`config.mk`:
```
export PLATFORM = sky130hd
export DESIGN_NAME = instr_fetch
export DESIGN_NICKNAME = d
export VERILOG_FILES = /design/src/rtl/cpu_pkg.sv /design/src/rtl/fetch_timer.sv /design/src/rtl/instr_fetch.sv
export SDC_FILE = /design/constraint.sdc
export NUM_CORES = 1
export LEC_CHECK = 0
export ABC_AREA = 0
export BUFFER_PORTS_ARGS = -buffer_cell sky130_fd_sc_hd__buf_2
export CAP_MARGIN = 10
export CORE_ASPECT_RATIO = 0.6
export CORE_MARGIN = 10
export CORE_UTILIZATION = 34
export CTS_CLUSTER_DIAMETER = 50
export DETAILED_ROUTE_END_ITERATION = 10
export HOLD_SLACK_MARGIN = 0.12
export PLACE_DENSITY = 0.6
export SLEW_MARGIN = 20
export SYNTH_ARGS = -nofsm -noshare
export SYNTH_HDL_FRONTEND = slang
export SYNTH_HIERARCHICAL = 1
export SYNTH_SLANG_ARGS = --single-unit
```
`constraint.sdc`:
```
create_clock -name clk -period 4.24 [get_ports clk]
set_input_delay 0.212 -clock clk [delete_from_list [all_inputs] [get_ports clk]]
set_output_delay 0.212 -clock clk [all_outputs]
set_load 0.1 [all_outputs]
```
`src/rtl/cpu_pkg.sv`:
```
// Shared CPU definitions: fetch FSM states, fetch error codes and constants.
package cpu_pkg;

    typedef enum logic [1:0] {
        IDLE = 2'd0,
        REQ  = 2'd1,
        DONE = 2'd2,
        ERR  = 2'd3
    } fetch_state_t;

    typedef enum logic [1:0] {
        FE_NONE     = 2'b00,
        FE_MISALIGN = 2'b01,
        FE_TIMEOUT  = 2'b10
    } fetch_err_t;

    localparam logic [31:0] NOP_INSTR = 32'h0000_0000;
    localparam int unsigned PC_INCR   = 4;

endpackage

```
`src/rtl/fetch_timer.sv`:
```
// Loadable up-counter with clear and enable; flags expiry at TIMEOUT-1.
module fetch_timer #(
    parameter int unsigned TIMEOUT = 16
) (
    input  logic       clk,
    input  logic       reset,
    input  logic       clear,
    input  logic       load,
    input  logic [7:0] load_val,
    input  logic       enable,
    output logic [7:0] count,
    output logic       expire
);

    logic [7:0] count_reg;

    // Counter register: clear has priority over load, load over enable.
    // The count saturates at the expiry value so it never wraps.
    always_ff @(posedge clk) begin
        if (reset || clear) begin
            count_reg <= 8'd0;
        end else if (load) begin
            count_reg <= load_val;
        end else if (enable && !expire) begin
            count_reg <= count_reg + 8'd1;
        end
    end

    assign count  = count_reg;
    assign expire = (count_reg == 8'(TIMEOUT - 1));

endmodule

```
`src/rtl/instr_fetch.sv`:
```
// Instruction-fetch stage: fetches one word at the PC via req/ack, holds it
// in the IR for decode, provides PC+4, and reports misalign/timeout errors.
module instr_fetch
    import cpu_pkg::*;
#(
    parameter int unsigned ADDR_W   = 32,
    parameter int unsigned DATA_W   = 32,
    parameter int unsigned TIMEOUT  = 16,
    parameter logic [DATA_W-1:0] IR_RESET = NOP_INSTR[DATA_W-1:0]
) (
    input  logic              clk,
    input  logic              reset,
    input  logic [ADDR_W-1:0] pc_in,
    input  logic              fetch_start,
    input  logic              ir_consume,
    output logic              imem_req,
    output logic [ADDR_W-1:0] imem_addr,
    input  logic              imem_ack,
    input  logic [DATA_W-1:0] imem_rdata,
    output logic [DATA_W-1:0] ir_out,
    output logic [ADDR_W-1:0] pc_plus4,
    output logic              ir_valid,
    output logic              fetch_busy,
    output logic [1:0]        fetch_err
);

    fetch_state_t      state_reg, state_next;
    logic              req_reg, req_next;
    logic [ADDR_W-1:0] addr_reg, addr_next;
    logic [ADDR_W-1:0] pc4_reg, pc4_next;
    logic [DATA_W-1:0] ir_reg, ir_next;
    logic              valid_reg, valid_next;
    logic [1:0]        err_reg, err_next;

    logic              timer_clear;
    logic              timer_enable;
    logic              timer_expire;
    logic [7:0]        timer_count;
    logic              pc_aligned;

    assign pc_aligned = (pc_in[1:0] == 2'b00);

    fetch_timer #(
        .TIMEOUT (TIMEOUT)
    ) u_timer (
        .clk      (clk),
        .reset    (reset),
        .clear    (timer_clear),
        .load     (1'b0),
        .load_val (8'd0),
        .enable   (timer_enable),
        .count    (timer_count),
        .expire   (timer_expire)
    );

    // Next-state and next-output logic; a new fetch is launched from IDLE,
    // from ERR, or from DONE when decode consumes the IR in the same cycle.
    always_comb begin
        state_next   = state_reg;
        req_next     = req_reg;
        addr_next    = addr_reg;
        pc4_next     = pc4_reg;
        ir_next      = ir_reg;
        valid_next   = valid_reg;
        err_next     = err_reg;
        timer_clear  = 1'b0;
        timer_enable = 1'b0;

        case (state_reg)
            REQ: begin
                if (imem_ack) begin
                    // Ack wins even when the timer expires in the same cycle.
                    ir_next    = imem_rdata;
                    req_next   = 1'b0;
                    valid_next = 1'b1;
                    state_next = DONE;
                end else if (timer_expire) begin
                    req_next   = 1'b0;
                    err_next   = FE_TIMEOUT;
                    state_next = ERR;
                end else begin
                    timer_enable = 1'b1;
                end
            end
            DONE: begin
                if (ir_consume) begin
                    valid_next = 1'b0;
                    state_next = IDLE;
                end
            end
            default: ;
        endcase

        // Launch rules shared by IDLE, ERR and the DONE+consume case.
        if ((state_reg == IDLE) || (state_reg == ERR) ||
            ((state_reg == DONE) && ir_consume)) begin
            if (fetch_start) begin
                if (pc_aligned) begin
                    req_next    = 1'b1;
                    addr_next   = pc_in;
                    pc4_next    = pc_in + ADDR_W'(PC_INCR);
                    err_next    = FE_NONE;
                    timer_clear = 1'b1;
                    state_next  = REQ;
                end else begin
                    err_next   = FE_MISALIGN;
                    state_next = ERR;
                end
            end
        end
    end

    // State and output registers.
    always_ff @(posedge clk) begin
        if (reset) begin
            state_reg <= IDLE;
            req_reg   <= 1'b0;
            addr_reg  <= '0;
            pc4_reg   <= '0;
            ir_reg    <= IR_RESET;
            valid_reg <= 1'b0;
            err_reg   <= FE_NONE;
        end else begin
            state_reg <= state_next;
            req_reg   <= req_next;
            addr_reg  <= addr_next;
            pc4_reg   <= pc4_next;
            ir_reg    <= ir_next;
            valid_reg <= valid_next;
            err_reg   <= err_next;
        end
    end

    assign imem_req   = req_reg;
    assign imem_addr  = addr_reg;
    assign pc_plus4   = pc4_reg;
    assign ir_out     = ir_reg;
    assign ir_valid   = valid_reg;
    assign fetch_busy = req_reg;
    assign fetch_err  = err_reg;

endmodule

```
==> metrics.txt <==
# TYPE chip_impl_metric gauge
chip_impl_info{name="crit_path_cell_trace",value="inv_1 > ha_1 > a21o_1 > nand3_2 > inv_2 > buf_4 > nor2_1 > a211oi_1"} 1
chip_impl_metric{name="placed_area",unit="sq um"} 5640
chip_impl_info{name="status",value="finished, final reports clean"} 1
chip_impl_metric{name="synth.avg_cell_area",unit="sq um"} 8.00
chip_impl_info{name="clock-root-buffer",value="clkbuf_16"} 1
chip_impl_metric{name="finalCriticalPeriod",unit="ps"} 2380
chip_impl_metric{name="initial_util",unit="%"} 34.5
chip_impl_metric{name="num_vias",unit=""} 4757
chip_impl_metric{name="clk_pin_slew",unit="ps"} 70
chip_impl_metric{name="final_setup_vio_count",unit=""} 0
chip_impl_metric{name="ctsLongestPathBuffers",unit=""} 2
chip_impl_metric{name="grt_max_degree",unit=""} 106
chip_impl_info{name="worst_flop_to_flop_path_startpoint",value="state_reg[0]$_SDFF_PP0_"} 1
chip_impl_metric{name="maxSlewHeadroom",unit="%"} 27.0
chip_impl_info{name="slowest_cp_cell",value="inv_2"} 1
chip_impl_metric{name="cts_sinks",unit=""} 108
chip_impl_metric{name="avgViaCountPerCell",unit=""} 4.99
chip_impl_metric{name="drtPass1Iterations",unit=""} 4
chip_impl_metric{name="setup_total_negative_slack",unit="ps"} 0
chip_impl_metric{name="totalWireLength",unit="um"} 15400
chip_impl_metric{name="drive_above_1_share",unit="%"} 26.1
chip_impl_metric{name="async_reset_ff_share",unit="%"} 0
chip_impl_info{name="endpoint_of_the_most_critical_register_to_register_path",value="pc_plus4[8]$_SDFFE_PP0P_"} 1
chip_impl_metric{name="overflow_left_after_global_routing",unit=""} 0
chip_impl_metric{name="die_area",unit="sq um"} 19000
chip_impl_info{name="setup_repair_after_global_routing_missed_its_margin",value="no"} 1
chip_impl_info{name="cp-endpoint",value="pc_plus4[8]$_SDFFE_PP0P_"} 1
chip_impl_metric{name="number_of_cell_rows",unit=""} 33
chip_impl_metric{name="num-nets-final",unit=""} 842
chip_impl_info{name="most_frequent_cells_in_the_layout",value="buf_2, nand2_1, dfxtp_1, a21oi_1, nor2_1"} 1
chip_impl_metric{name="max_clock_freq",unit="MHz"} 420
chip_impl_metric{name="power.density",unit="nW/um^2"} 464
chip_impl_metric{name="yosysWarnings",unit=""} 6
chip_impl_metric{name="post-route-drc-count",unit=""} 0
chip_impl_metric{name="number_of_unique_standard_cell_types_used_by_synthesis",unit=""} 52
chip_impl_metric{name="post-cts-setup-buffer-count",unit=""} 0
chip_impl_metric{name="worst-endpoint-required",unit="ps"} 4500
chip_impl_metric{name="timing.max_cap.violations",unit=""} 0
chip_impl_info{name="worstSetupPathType",value="reg2reg"} 1
chip_impl_info{name="hold_class",value="in2reg"} 1
chip_impl_metric{name="clkLatencyLatePin",unit="ps"} 350
chip_impl_metric{name="synth_sequential_area_ratio",unit="%"} 46.3
chip_impl_info{name="timing.critical_path.from",value="state_reg[0]$_SDFF_PP0_"} 1
chip_impl_metric{name="ys_seq_elements",unit=""} 108
chip_impl_info{name="synth-main-ff-cell",value="dfxtp_1"} 1
chip_impl_metric{name="netlist_area_pre_place",unit="sq um"} 4670
chip_impl_metric{name="holdPathStages",unit=""} 3
chip_impl_info{name="worst_setup_start_kind",value="flop"} 1
chip_impl_metric{name="postLayoutCellArea",unit="sq um"} 6270
chip_impl_metric{name="nFillCells",unit=""} 1369
chip_impl_info{name="cts_tree",value="done"} 1
chip_impl_metric{name="grt_antenna_before_repair",unit=""} 5
chip_impl_metric{name="r2r.worst_path.cells",unit=""} 8
chip_impl_metric{name="placement.io_buffers",unit=""} 169
chip_impl_info{name="critical_path.endpoint_type",value="flop"} 1
chip_impl_metric{name="cts_resized",unit=""} 0
chip_impl_metric{name="maxSlewViolCount",unit=""} 0
chip_impl_metric{name="place_congestion",unit=""} 0.839
chip_impl_metric{name="fp.coreArea",unit="sq um"} 13500
chip_impl_metric{name="gate_count_after_technology_mapping",unit=""} 584
chip_impl_metric{name="die-height",unit="um"} 111
chip_impl_metric{name="antenna_left",unit=""} 0
chip_impl_metric{name="crit_path_max_incr_delay",unit="ps"} 480
chip_impl_metric{name="edff_count_synth",unit=""} 0
chip_impl_metric{name="cts-buffers-inserted",unit=""} 9
chip_impl_metric{name="flow.area_growth_from_synthesis",unit="%"} 34.1
chip_impl_metric{name="final_critical_path_share_of_the_clock_period",unit="%"} 56.1
chip_impl_metric{name="critical_path_arrival",unit="ps"} 2640
chip_impl_metric{name="die_extent_in_x",unit="um"} 171
chip_impl_metric{name="fin_skew",unit="ps"} 7.52
chip_impl_metric{name="cellLeakagePower",unit="nW"} 2.61
chip_impl_metric{name="first_global_vias",unit=""} 4707
chip_impl_metric{name="maximum_fanout_encountered_on_the_critical_timing_path",unit=""} 40
chip_impl_metric{name="htreeDepth",unit=""} 3
chip_impl_metric{name="boundaryPins",unit=""} 170
chip_impl_metric{name="ir_drop",unit="mV"} 0.249
chip_impl_metric{name="grt_pass1_wl",unit="um"} 24400
chip_impl_metric{name="drtIter0Drc",unit=""} 350
chip_impl_metric{name="timing.final.hold_violations",unit=""} 0
chip_impl_metric{name="worst-slew-pin-transition",unit="ps"} 1100
chip_impl_info{name="most_frequent_standard_cell_in_the_layout_excluding_fill_and_tap_cells",value="buf_2"} 1
chip_impl_metric{name="wirelength_per_cell",unit="um"} 16.1
chip_impl_metric{name="worst-r2r-setup-slack",unit="ps"} 1860
chip_impl_metric{name="detailed_place_hpwl",unit="um"} 11400
chip_impl_metric{name="track_usage",unit="%"} 15.8
## Yosys cell counts, drive strengths merged, types with 11 or more instances
cell      n  area share (%)
a211oi   16             2.6
a21oi    79             8.5
buf      14             1.5
clkbuf   26             2.1
dfxtp   108              46
inv      12            0.96
nand2   140              11
nand3    16             2.0
nand4    17             2.4
nor2     38             3.1
o21ai    17             2.1
xnor2    11             2.1
## where the power goes
part / leakage, nW / total, mW / internal, mW / switching, mW
clock: 0.142 / 0.819 / 0.432 / 0.386
combinational: 1.59 / 0.945 / 0.188 / 0.757
sequential: 0.879 / 1.15 / 1.10 / 0.0498
total: 2.61 / 2.91 / 1.72 / 1.19
## worst max-delay path: cells and delay by family (launching register included)
kind	cells	cell delay (ps)
fa+ha+maj	1	340
compound gates	2	390
buf+inv	3	970
simple gates	2	180
flops	1	370
## metrics by stage
step	instances	util (%)	hold slack (ps)	worst slack, ps	power, mW
final	953	46.3	140	1860	2.91
after global routing	951	46.2	159	1590	3.05
after CTS	949	46.1	127	1860	2.94
after detailed placement	901	41.6	443	1880	2.09
after global placement	901	41.6	438	1970	2.08
after floorplan	594	-	348	2250	1.90
## how the worst min path moves through the flow
stage                       startpoint                          to  slack (ps)
3_3_place_gp   ir_out[23]$_SDFFE_PP0P_     ir_out[23]$_SDFFE_PP0P_         440
5_1_grt                      pc_in[31]  imem_addr[31]$_SDFFE_PP0P_         160
6_report                     pc_in[30]  imem_addr[30]$_SDFFE_PP0P_         140
4_1_cts                      pc_in[30]  imem_addr[30]$_SDFFE_PP0P_         130
2_1_floorplan            imem_rdata[0]      ir_out[0]$_SDFFE_PP0P_         350
3_5_place_dp   ir_out[23]$_SDFFE_PP0P_     ir_out[23]$_SDFFE_PP0P_         440
## cell families (layout without fill, tap and decap cells)
family | after synthesis | after routing | share of synthesized area, %
multiplexers | 1 | 1 | 0.214
adder cells (fa/ha/maj) | 4 | 4 | 1.07
AO/OA/AOI/OAI | 139 | 139 | 18.1
other | 1 | 15 | 0.0802
XOR/XNOR | 17 | 17 | 3.19
buffers and inverters | 52 | 232 | 4.52
AND/OR/NAND/NOR | 262 | 262 | 26.5
flip-flops | 108 | 108 | 46.3
## final cells by class
class | count | area [sq um] | share of cell area, %
clock buffers | 11 | 253 | 4.03
well taps | 175 | 219 | 3.49
flip-flops and latches | 108 | 2160 | 34.5
multi-input cells | 434 | 2350 | 37.5
inverters | 12 | 45.0 | 0.719
clock inverters | 5 | 35.0 | 0.559
repair buffers | 204 | 1190 | 19.0
diodes | 4 | 10.0 | 0.160
## per-layer routing
layer	vias to the layer above	global-route usage [%]	part of all wire, %
met3	20	6.19	9.5
met2	158	24.6	44
met1	2177	19.9	45
met4	2	4.10	1.7
met5	-	0	0.085
li1	2400	-	-
## what timing repair did
| action | CTS | global route |
|---|---|---|
| hold buffers | 32 | 0 |
| endpoints found under the hold margin | 32 | 0 |
| setup endpoints to repair | 0 | 0 |
(Power assumes the default switching activity.)
